===== config.mk =====
export PLATFORM = sky130hd
export DESIGN_NAME = mem_port
export DESIGN_NICKNAME = d
export VERILOG_FILES = /design/src/rtl/mem_port.sv
export SDC_FILE = /design/constraint.sdc
export NUM_CORES = 1
export LEC_CHECK = 0
export BUFFER_PORTS_ARGS = -buffer_cell sky130_fd_sc_hd__buf_2
export CAP_MARGIN = 30
export CORE_ASPECT_RATIO = 0.9
export CORE_UTILIZATION = 30
export DETAILED_ROUTE_END_ITERATION = 10
export GPL_ROUTABILITY_DRIVEN = 0
export PLACE_DENSITY = 0.61
export SLEW_MARGIN = 10
export SYNTH_ARGS = -nofsm -noshare
export SYNTH_HDL_FRONTEND = slang
export SYNTH_SLANG_ARGS = --single-unit

===== constraint.sdc =====
create_clock -name clk -period 2.62 [get_ports clk]
set_input_delay 0 -clock clk [delete_from_list [all_inputs] [get_ports clk]]
set_output_delay 0 -clock clk [all_outputs]
set_load 0.02 [all_outputs]

===== src/rtl/mem_port.sv =====
// Multicycle memory port: turns one-cycle MemRead/MemWrite strobes into a registered
// req/ack transaction against external word memory and stalls the control FSM meanwhile.
module mem_port #(
  parameter int TIMEOUT = 15
) (
  input  logic        clk,
  input  logic        reset,
  input  logic        MemRead,
  input  logic        MemWrite,
  input  logic        IorD,
  input  logic [31:0] PC,
  input  logic [31:0] ALUOut,
  input  logic [31:0] WriteData,
  output logic        Stall,
  output logic [31:0] Instr,
  output logic [31:0] MemData,
  output logic        BusErr,
  output logic        mem_req,
  output logic        mem_we,
  output logic [31:0] mem_addr,
  output logic [31:0] mem_wdata,
  input  logic        mem_ack,
  input  logic [31:0] mem_rdata,
  output logic [1:0]  o_dbg_state
);

  localparam int CW = $clog2(TIMEOUT + 1);

  typedef enum logic [1:0] {
    S_IDLE = 2'd0,
    S_BUSY = 2'd1,
    S_DONE = 2'd2
  } state_t;

  state_t        r_state;
  state_t        w_next;
  logic [CW-1:0] r_cnt;
  logic          r_req;
  logic          r_we;
  logic          r_iord;
  logic [31:0]   r_addr;
  logic [31:0]   r_wdata;
  logic [31:0]   r_instr;
  logic [31:0]   r_mdata;
  logic          r_buserr;

  logic          w_strobe;
  logic [31:0]   w_addr;
  logic          w_misaligned;
  logic          w_timeout;

  assign w_strobe     = MemRead | MemWrite;
  assign w_addr       = IorD ? ALUOut : PC;
  assign w_misaligned = |w_addr[1:0];
  // r_cnt counts completed BUSY cycles; the TIMEOUT-th BUSY cycle without ack aborts.
  assign w_timeout    = (r_cnt == CW'(TIMEOUT - 1));

  // Handshake: mem_req is held high from the edge that enters BUSY until the edge
  // after mem_ack=1; mem_we/mem_addr/mem_wdata are stable for that whole window and
  // mem_ack is only looked at while mem_req is high.
  assign mem_req     = r_req;
  assign mem_we      = r_we;
  assign mem_addr    = r_addr;
  assign mem_wdata   = r_wdata;
  assign Instr       = r_instr;
  assign MemData     = r_mdata;
  assign BusErr      = r_buserr;
  assign o_dbg_state = r_state;

  always_ff @(posedge clk or negedge reset) begin
    if (!reset) begin
      r_state <= S_IDLE;
    end else begin
      r_state <= w_next;
    end
  end

  always_comb begin
    w_next = r_state;
    Stall  = 1'b0;
    case (r_state)
      S_IDLE: begin
        if (w_strobe) begin
          Stall  = 1'b1;
          w_next = w_misaligned ? S_DONE : S_BUSY;
        end
      end
      S_BUSY: begin
        Stall = 1'b1;
        if (mem_ack || w_timeout) begin
          w_next = S_DONE;
        end
      end
      S_DONE: begin
        w_next = S_IDLE;
      end
      default: begin
        w_next = S_IDLE;
      end
    endcase
  end

  always_ff @(posedge clk or negedge reset) begin
    if (!reset) begin
      r_cnt    <= '0;
      r_req    <= 1'b0;
      r_we     <= 1'b0;
      r_iord   <= 1'b0;
      r_addr   <= '0;
      r_wdata  <= '0;
      r_instr  <= '0;
      r_mdata  <= '0;
      r_buserr <= 1'b0;
    end else begin
      case (r_state)
        S_IDLE: begin
          if (w_strobe) begin
            // Both strobes at once is a control bug: do the write, but flag it.
            if (MemRead && MemWrite) begin
              r_buserr <= 1'b1;
            end
            if (w_misaligned) begin
              r_buserr <= 1'b1;
            end else begin
              r_req   <= 1'b1;
              r_we    <= MemWrite;
              r_iord  <= IorD;
              r_addr  <= w_addr;
              r_wdata <= WriteData;
              r_cnt   <= '0;
            end
          end
        end
        S_BUSY: begin
          if (mem_ack) begin
            r_req <= 1'b0;
            if (!r_we) begin
              if (r_iord) begin
                r_mdata <= mem_rdata;
              end else begin
                r_instr <= mem_rdata;
              end
            end
          end else if (w_timeout) begin
            r_req    <= 1'b0;
            r_buserr <= 1'b1;
          end else begin
            r_cnt <= r_cnt + 1'b1;
          end
        end
        default: begin
        end
      endcase
    end
  end

endmodule


# After elaboration in Yosys (flattened, before gate mapping)
# Cells that the tools add are included.
[totals]
ff_bits = 138
input_bits = 134
out_inout_bits = 134
elab_cells = 60
[op_classes]
addsub = 1
n_eq_ne = 10
n_mux = 23
bitwise_logic = 4
reduce_logical = 12
[ops]
columns = ["cell", "count"]
rows = [
  ["32-bit 2-to-1 mux", 1],
  ["4-bit 2-to-1 mux", 4],
  ["2-bit inequality test (second input constant)", 6],
  ["4-bit AND reduction", 3],
  ["1-bit 2-to-1 mux", 10],
  ["5-bit AND reduction", 2],
  ["4-bit case mux with 2 select lines", 1],
  ["2-bit 2-to-1 mux", 3],
  ["3-bit inequality test (second input constant)", 2],
  ["1-bit case mux with 2 select lines", 3],
  ["4-bit by 1-bit adder with 4-bit output (second input constant)", 1],
  ["4-bit == test (second input constant)", 1],
  ["2-bit case mux with 2 select lines", 1],
  ["1-bit NOT", 3],
  ["3-bit AND reduction", 1],
  ["2-bit by 1-bit == test with 1-bit output (second input constant)", 1],
  ["2-bit zero test", 1],
  ["2-bit AND reduction", 1],
  ["2-bit nonzero test", 1],
  ["2-bit OR reduction", 1],
  ["1-bit logical AND", 1],
  ["1-bit logical OR", 1],
  ["1-bit OR", 1],
]

# Depth between registers and ports, before layout
# Gate-level depths: netlist of run 1.
[logic_depth]
word_depth = 5
depth_mapped = 6
depth_no_buf = 5

# Worst setup path after synthesis of run 1
# No wires, ideal clock.
[synth_path]
path_kind = "register to register"
start = "reg r_state[1], in the netlist o_dbg_state[1]"
end = "reg r_wdata[10], in the netlist mem_wdata[10]"
setup_ps = 127
t_arrival_ps = 1876
required_ps = 2493
path_slack_ps = 617
path_stages_with_launch = 6
path_buffers = 2
period_less_slack_ps = 2003
path_cell_list = "dfrtp_1 -> or4b_1 -> a21oi_2 -> buf_6 -> buf_8 -> mux2_1"
[synth_between]
elab_chain_cells = 2
[synth_rtl]
columns = ["item", "line_no", "rtl"]
rows = [
  ["start: declaration", "35", "state_t r_state;"],
  ["start signal: assignment", "74", "r_state <= w_next;"],
  ["2-bit zero test", "115", "case (r_state)"],
  ["3-bit AND reduction (no source line)", "--", ""],
  ["end signal: assignment", "129", "r_wdata <= WriteData;"],
  ["end: declaration", "42", "logic [31:0] r_wdata;"],
]
# No other way between the ends.
# A chain may end at the register's enable or synchronous reset.

# Worst setup path after layout of run 1
[layout_path]
start = "reg r_state[1], in the netlist o_dbg_state[1]"
end = "reg r_wdata[21], in the netlist mem_wdata[21]"
# The elaborated chain is that of the path after synthesis.

==> flow_metrics.tcl, run 1 <==
set metrics [dict create \
    status "finished clean" \
    drt_pass1_iterations 5 \
    die-area_mm2 0.02019 \
    postRouteAntennaNets 0 \
    cp_num_buf_inv 1 \
    numCtsBuffers 17 \
    start_util_pct 30.64 \
    seqPwrFrac_pct 36.5 \
    final_common_cell "buf_2" \
    setup_violations 0 \
    path_clk_slew_ns 0.06 \
    wl_per_cell_um 14.98 \
    drtIter0Drc 135 \
    worstPathCellList "or4b_1, a21oi_4, buf_12, mux2_2" \
    wirelength_um 15410 \
    post-cts-setup-buffers 0 \
    p_leak_uw 0.004580 \
    cts.htree.levels 4 \
    post-dp-hpwl_um 10260 \
    cts_tree "done" \
    die_y_um 134.9 \
    yosysWarningCount 0 \
    n_antenna_cell 0 \
    netlist_area_mm2 0.005888 \
    net-switching-power_uw 3559 \
    layout_common_cells "buf_2, dfrtp_1, dlygate4sd3_1" \
    cpPeakStageDelay_ns 0.61 \
    final_core_util_pct 48.65 \
    netSwitchingFraction_pct 35.72 \
    finalHoldViolations 0 \
    num_rows 48 \
    startpoint_type "flop" \
    fin_nets 902 \
    p_comb_share_pct 39.5 \
    hold_class "in2reg" \
    fmax_ghz 0.4510 \
    synth_nets 499 \
    report.final.slew_viol_count 0 \
    grt_pass1_vias 4899 \
    synth_async_sr_flop_share_pct 100.0 \
    cts_hold_buf 128 \
    ys_seq_area_share_pct 58.65 \
    io_buffers 267 \
    cts_max_path_buffers 2 \
    final_area_mm2 0.009349 \
    crit_required_ns 2.91 \
    worstSetupEndpointType "flop" \
    cp.arrival_ns 2.50 \
    ios 268 \
    postCtsResizedCells 0 \
    placed_cells 869 \
    cp_max_fo 65 \
    post-route-period-util_pct 84.62 \
    power.share.clock_pct 24.0 \
    core_area_mm2 0.01922 \
    skew_ns 0.006530 \
    synth_edf_count 0 \
    grt_pass1_wl_um 24540 \
    power.density_mw_per_mm2 1066 \
    post_dp_cell_area_mm2 0.007467 \
    fp.dieW_um 149.7 \
    drc_errors 0 \
    synthCells 363 \
    power.internal_uw 6404 \
    r2r_start "o_dbg_state[1]" \
    grt_overflow 0 \
    grt.total_usage_pct 15.86 \
    cts-root-buf "clkbuf_16" \
    cpLargestDelayFamily "simple AND/OR/NAND/NOR gates" \
    cts_sinks 138 \
    grt_max_degree 66 \
    syn_avg_cell_area_um2 16.22 \
    ys_ff_latch 138 \
    instances_no_fill 1029 \
    path_class "reg2reg" \
    maxCapViolations 0 \
    slew_headroom_pct 64.16 \
    vias 4550 \
    drive_above_1_share_pct 59.18 \
    slowest_stage "or4b_1" \
    finalSetupTns_ns 0 \
    area.growth.synth_to_final_pct 58.78 \
    final.min_clock_period_ns 2.217 \
    clk_latency_ns 0.41 \
    tightest_slew_ns 0.5351 \
    ys_types 45 \
    antenna_found_initial 0 \
    hold_start "MemRead" \
    ir_drop_mv 0.5549 \
    setup.worst_path.start "o_dbg_state[1]" \
    rsz0062_at_grt "false" \
    viasPerCell 4.422 \
    ys.flop_type "dfrtp_1" \
]
[area by class of cell]
type,count,area (um^2)
clock buffer,22,484.2
fill,1701,9869
sequential,138,3453
multi-input combinational,205,2277
timing repair buffer,401,2694
inverter,3,11.26
clock inverter,10,116.4
tap,250,312.8
[logic make-up after synthesis]
| group | count (synthesis) | share of synthesized area (%) |
|---|---|---|
| flops | 138 | 58.65 |
| buf+inv | 20 | 2.954 |
| compound gates | 20 | 2.550 |
| fa+ha+maj | 2 | 0.4249 |
| simple gates | 25 | 2.677 |
| mux | 158 | 32.75 |
[power by group through the flow]
stage	Combinational [uW]	Clock (uW)	Sequential, uW
4_1_cts	3970	2460	3630
2_1_floorplan	1210	0	4790
3_3_place_gp	3710	0	3590
5_1_grt	4190	2560	3760
3_5_place_dp	3800	0	3630
6_report	3940	2390	3630
[path summary, 6_finish.rpt]
kind                                 end  slack [ns]  cells past startpoint
max                        mem_wdata[21]        0.40                      4
min                               BusErr        0.09                      4
max reg2reg                mem_wdata[21]        0.40                      4
min reg2reg                  mem_addr[1]        0.48                      1
max in group asynchronous   mem_wdata[2]        1.74                      3
min in group asynchronous   mem_wdata[7]        0.13                      2
[metrics by stage]
step                setup WS, ns  hold slack (ns)  power, uW
floorplan                 0.6166          -0.2956       5999
global placement          0.4944         -0.01099       7301
detailed placement        0.4431         0.003669       7434
CTS                       0.4327          0.07143      10060
global route              0.3240          0.08073      10510
finish                    0.4028          0.09403       9963
[tightest hold or removal path: cells and delay by family]
family	cells	cell delay (ns)
buf+inv	1	0.12
compound gates	2	0.29
simple gates	1	0.06
[sequential cells by signal (all words and copies together), names as in the netlist]
signal       count
mem_req          1
BusErr           1
MemData         32
mem_we           1
r_iord           1
mem_addr        32
Instr           32
mem_wdata       32
o_dbg_state      2
r_cnt            4
[Yosys cell counts, types with 2 or more instances]
master    instances  share of area (%)
nand2b_1          2               0.21
ha_1              2               0.42
mux2_4           40                 10
nand2_1           4               0.25
o211ai_1          2               0.25
inv_1             3               0.19
nor2_1            4               0.25
a21oi_1           4               0.34
mux2_2          110                 21
clkbuf_1          6               0.38
o32ai_1           2               0.30
buf_12            4                1.4
dfrtp_1         138                 59
buf_6             2               0.38
buf_2             3               0.25
mux2_1            7                1.3
and2_1            2               0.21
[metal layers]
metal	track usage, %	part of all wire [%]	wire [um]	vias to the layer above
met2	29.22	53	8196	165
met5	0	0	0	-
met3	5.101	6.4	983	7
met4	4.209	0.79	121	0
li1	-	-	-	2125
met1	17.39	40	6111	2253
Note: power is estimated with default switching activity, not from simulation.
==> run 2, diff against run 1 <==
Clock period 2.62 ns to 2.17 ns, I/O delays scaled along.
==> flow_metrics.tcl, run 2 (same netlist as run 1, synthesis figures left out) <==
set metrics [dict create \
    numCtsBuffers 17 \
    finalSetupTns_ns 0 \
    setup_violations 0 \
    slowest_stage "or4b_1" \
    io_buffers 267 \
    skew_ns 0.009827 \
    worstSetupEndpointType "flop" \
    drt_pass1_iterations 4 \
    core_area_mm2 0.01922 \
    seqPwrFrac_pct 35.5 \
    net-switching-power_uw 4291 \
    final_area_mm2 0.009455 \
    n_antenna_cell 0 \
    crit_required_ns 2.46 \
    num_rows 48 \
    grt.total_usage_pct 15.56 \
    grt_max_degree 67 \
    tightest_slew_ns 0.5133 \
    fp.dieW_um 149.7 \
    path_class "reg2reg" \
    grt_overflow 0 \
    power.internal_uw 8053 \
    post-route-period-util_pct 92.90 \
    die-area_mm2 0.02019 \
    cts_hold_buf 128 \
    viasPerCell 4.361 \
    cts_max_path_buffers 2 \
    grt_pass1_vias 4873 \
    start_util_pct 30.64 \
    fillerInstances 1679 \
    netSwitchingFraction_pct 34.76 \
    power.share.clock_pct 25.9 \
    drc_errors 0 \
    status "finished clean" \
    ios 268 \
    clk_latency_ns 0.40 \
    fin_nets 904 \
    cpPeakStageDelay_ns 0.58 \
    fmax_ghz 0.4960 \
    postRouteAntennaNets 0 \
    maxCapViolations 0 \
    p_total_uw 12340 \
    cp.arrival_ns 2.31 \
    power.density_mw_per_mm2 1306 \
    final_common_cell "buf_2" \
    cp_max_fo 33 \
    report.final.slew_viol_count 0 \
    hold_class "in2reg" \
    post_dp_cell_area_mm2 0.007507 \
    final.min_clock_period_ns 2.016 \
    p_comb_share_pct 38.6 \
    vias 4496 \
    multi_input_area_mm2 0.002277 \
    startpoint_type "flop" \
    layout_common_cells "buf_2, dfrtp_1, dlygate4sd3_1" \
    ir_drop_mv 0.6549 \
    post-cts-setup-buffers 0 \
    slew_headroom_pct 65.62 \
    postCtsResizedCells 0 \
    antenna_found_initial 0 \
    seq_area_mm2 0.003453 \
    grt_pass1_wl_um 24120 \
    worstPathCellList "or4b_1, a21oi_4, buf_12, mux2_2" \
    wl_per_cell_um 15.14 \
    drive_above_1_share_pct 59.28 \
    path_clk_slew_ns 0.06 \
    cts.htree.levels 4 \
    cts-root-buf "clkbuf_16" \
    cts_sinks 138 \
    wirelength_um 15610 \
    cts_tree "done" \
    die_y_um 134.9 \
    rsz0062_at_grt "false" \
    finalHoldViolations 0 \
    p_leak_uw 0.004632 \
    area.growth.synth_to_final_pct 60.58 \
    drtIter0Drc 107 \
    post-dp-hpwl_um 10240 \
]
run 2: cell count changes in the layout (fill, tap and decap cells not counted), sizes merged:
cell | previous run | this run
buf | 273 | 275
bufinv | 2 | 4
clkbuf | 22 | 24
clkinv | 6 | 3
clkinvlp | 2 | 0
inv | 3 | 4
run 2: layer usage:
metal	up-vias	part of all wire (%)	global-route usage (%)	routed length [um]
met4	0	1.4	5.051	219
met5	-	0	0	0
met1	2179	39	16.76	6154
met3	16	6.5	4.797	1020
li1	2126	-	-	-
met2	175	53	28.73	8215
run 2: worst paths after layout:
path                                     start            end  slack, ns  cells after the start
min in group asynchronous                reset  mem_wdata[10]       0.11                      2
worst max register to register  o_dbg_state[1]  mem_wdata[15]       0.15                      4
worst max-delay path            o_dbg_state[1]  mem_wdata[15]       0.15                      4
worst min-delay path                   MemRead       r_cnt[0]       0.09                      4
max in group asynchronous                reset      Instr[19]       1.30                      3
worst min register to register          BusErr         BusErr       0.47                      1
run 2: area by class of cell:
type	count	share of cell area (%)
clock buffers	24	5.412
clock inverters	8	1.641
inverters	3	0.1191
multi-input cells	205	24.08
flip-flops and latches	138	36.52
well taps	250	3.308
repair buffers	403	28.91
run 2: per-stage QoR:
stage / std cells / util [%] / hold slack, ns / setup slack [ns]
2_1_floorplan: 363 / - / -0.2956 / 0.1666
3_3_place_gp: 871 / 39.06 / -0.02305 / 0.2169
3_5_place_dp: 871 / 39.06 / -0.01866 / 0.1567
4_1_cts: 1031 / 49.20 / 0.06303 / 0.1415
5_1_grt: 1031 / 49.20 / 0.1020 / 0.04755
6_report: 1031 / 49.20 / 0.09149 / 0.1540
run 2: worst max-delay path, delay by kind of cell, from the launching register on:
kind                   cells  cell delay (ns)
and+or+nand+nor            1             0.58
muxes                      1             0.37
buffers and inverters      1             0.27
DFF                        1             0.40
AOI/OAI and AO/OA          1             0.26
run 2: power groups by stage:
stage                     Sequential (uW)  Combinational, uW  Clock, uW
final                                4390               4760       3200
after global routing                 4530               5050       3400
after CTS                            4380               4780       3300
after detailed placement             4380               4590          0
after global placement               4340               4500          0
after floorplan                      5780               1460          0
==> run 3, diff against run 2 <==
Settings changed: CORE_ASPECT_RATIO 0.9 to not set.
==> flow_metrics.tcl, run 3 (same netlist as run 1, synthesis figures left out) <==
set metrics [dict create \
    power.density_mw_per_mm2 1275 \
    path_class "reg2reg" \
    core_area_mm2 0.01896 \
    die_y_um 142.1 \
    final.min_clock_period_ns 2.016 \
    path_clk_slew_ns 0.06 \
    fp.dieW_um 142.1 \
    ios 268 \
    grt_pass1_vias 5057 \
    post-dp-hpwl_um 10540 \
    final_area_mm2 0.009380 \
    final_core_util_pct 49.49 \
    fin_nets 904 \
    cts_tree "done" \
    numCtsBuffers 17 \
    drtIter0Drc 113 \
    post_dp_cell_area_mm2 0.007520 \
    p_comb_share_pct 39.8 \
    pre_cts_ws_ns 0.1653 \
    wirelength_um 15900 \
    cp.arrival_ns 2.30 \
    die-area_mm2 0.02019 \
    layout_common_cells "buf_2, dfrtp_1, dlygate4sd3_1" \
    placed_cells 881 \
    drc_errors 0 \
    p_leak_uw 0.004578 \
    crit_required_ns 2.45 \
    cpPeakStageDelay_ns 0.59 \
    power.share.clock_pct 23.6 \
    power.internal_uw 7674 \
    setup.worst_path.start "o_dbg_state[1]" \
    drt_pass1_iterations 4 \
    viasPerCell 4.375 \
    cts_max_path_buffers 2 \
    area.growth.synth_to_final_pct 59.31 \
    drive_above_1_share_pct 59.23 \
    cp_max_fo 35 \
    instances_no_fill 1040 \
    postCtsResizedCells 0 \
    post-cts-setup-buffers 0 \
    grt_overflow 0 \
    grt_pass1_wl_um 25330 \
    hold_class "in2async" \
    wl_per_cell_um 15.29 \
    worstSetupEndpointType "flop" \
    io_buffers 267 \
    grt.total_usage_pct 16.27 \
    ir_drop_mv 0.5803 \
    slew_headroom_pct 61.80 \
    fmax_ghz 0.4960 \
    clk_latency_ns 0.41 \
    skew_ns 0.01062 \
    status "finished clean" \
    slowest_stage "or4b_1" \
    cts-root-buf "clkbuf_16" \
    startpoint_type "flop" \
    num_rows 50 \
    net-switching-power_uw 4291 \
    antenna_found_initial 0 \
    seqPwrFrac_pct 36.6 \
    grt_max_degree 72 \
    finalSetupTns_ns 0 \
    setup_violations 0 \
    worstPathCellList "or4b_1, a21oi_4, buf_12, mux2_2" \
    post-route-period-util_pct 92.91 \
    finalHoldViolations 0 \
    rsz0062_at_grt "false" \
    report.final.slew_viol_count 0 \
    cts_sinks 138 \
    maxCapViolations 0 \
    cts.htree.levels 4 \
    r2r_start "o_dbg_state[1]" \
    start_util_pct 31.06 \
    vias 4550 \
    netSwitchingFraction_pct 35.86 \
    setup_ws_ns 0.1539 \
    tightest_slew_ns 0.5704 \
    n_antenna_cell 0 \
    final_common_cell "buf_2" \
    postRouteAntennaNets 0 \
]
[run 3: worst max-delay path, delay by kind of cell (launching register included)]
kind,cells,cell delay [ns]
AOI/OAI and AO/OA,1,0.24
buffers and inverters,1,0.27
DFF,1,0.40
muxes,1,0.39
and+or+nand+nor,1,0.59
[run 3: repair_timing]
| item | CTS | global route |
|---|---|---|
| hold endpoints to repair | 266 | 0 |
| setup endpoints to repair | 0 | 0 |
| hold buffers | 128 | 0 |
[run 3: final cells by class]
type	instances	area [um^2]
fill	1667	9575
sequential	138	3453
tap	260	325.3
clock inverter	11	122.6
multi-input combinational	205	2277
clock buffer	20	456.7
inverter	3	11.26
timing repair buffer	403	2734
[run 3: path summary, 6_finish.rpt]
kind / slack, ns / depth (start not counted) / endpoint
max reg2reg: 0.15 / 4 / mem_wdata[16]
max: 0.15 / 4 / mem_wdata[16]
min reg2reg: 0.48 / 1 / mem_addr[1]
max in group asynchronous: 1.32 / 3 / mem_addr[6]
min in group clk: 0.09 / 4 / BusErr
min: 0.04 / 2 / mem_wdata[0]
[run 3: per-stage QoR]
step	hold WS, ns	power, uW
final	0.04420	11960
after global routing	0.03413	12630
after global placement	-0.1057	8849
after CTS	0.02079	12110
after floorplan	-0.2956	7242
after detailed placement	-0.09699	8991
[run 3: power by group through the flow]
stage	Combinational [uW]	Clock [uW]	Sequential, uW
after CTS	4810	2930	4370
final	4760	2830	4370
after global placement	4500	0	4350
after detailed placement	4610	0	4390
after floorplan	1460	0	5780
after global routing	5050	3060	4520
[run 3: per-layer routing]
layer	up-vias	GRT usage [%]	part of all wire (%)
met5	-	0	0
met2	172	29.80	53
met1	2247	17.99	40
met3	9	4.509	6.0
met4	0	5.546	0.79
li1	2122	-	-
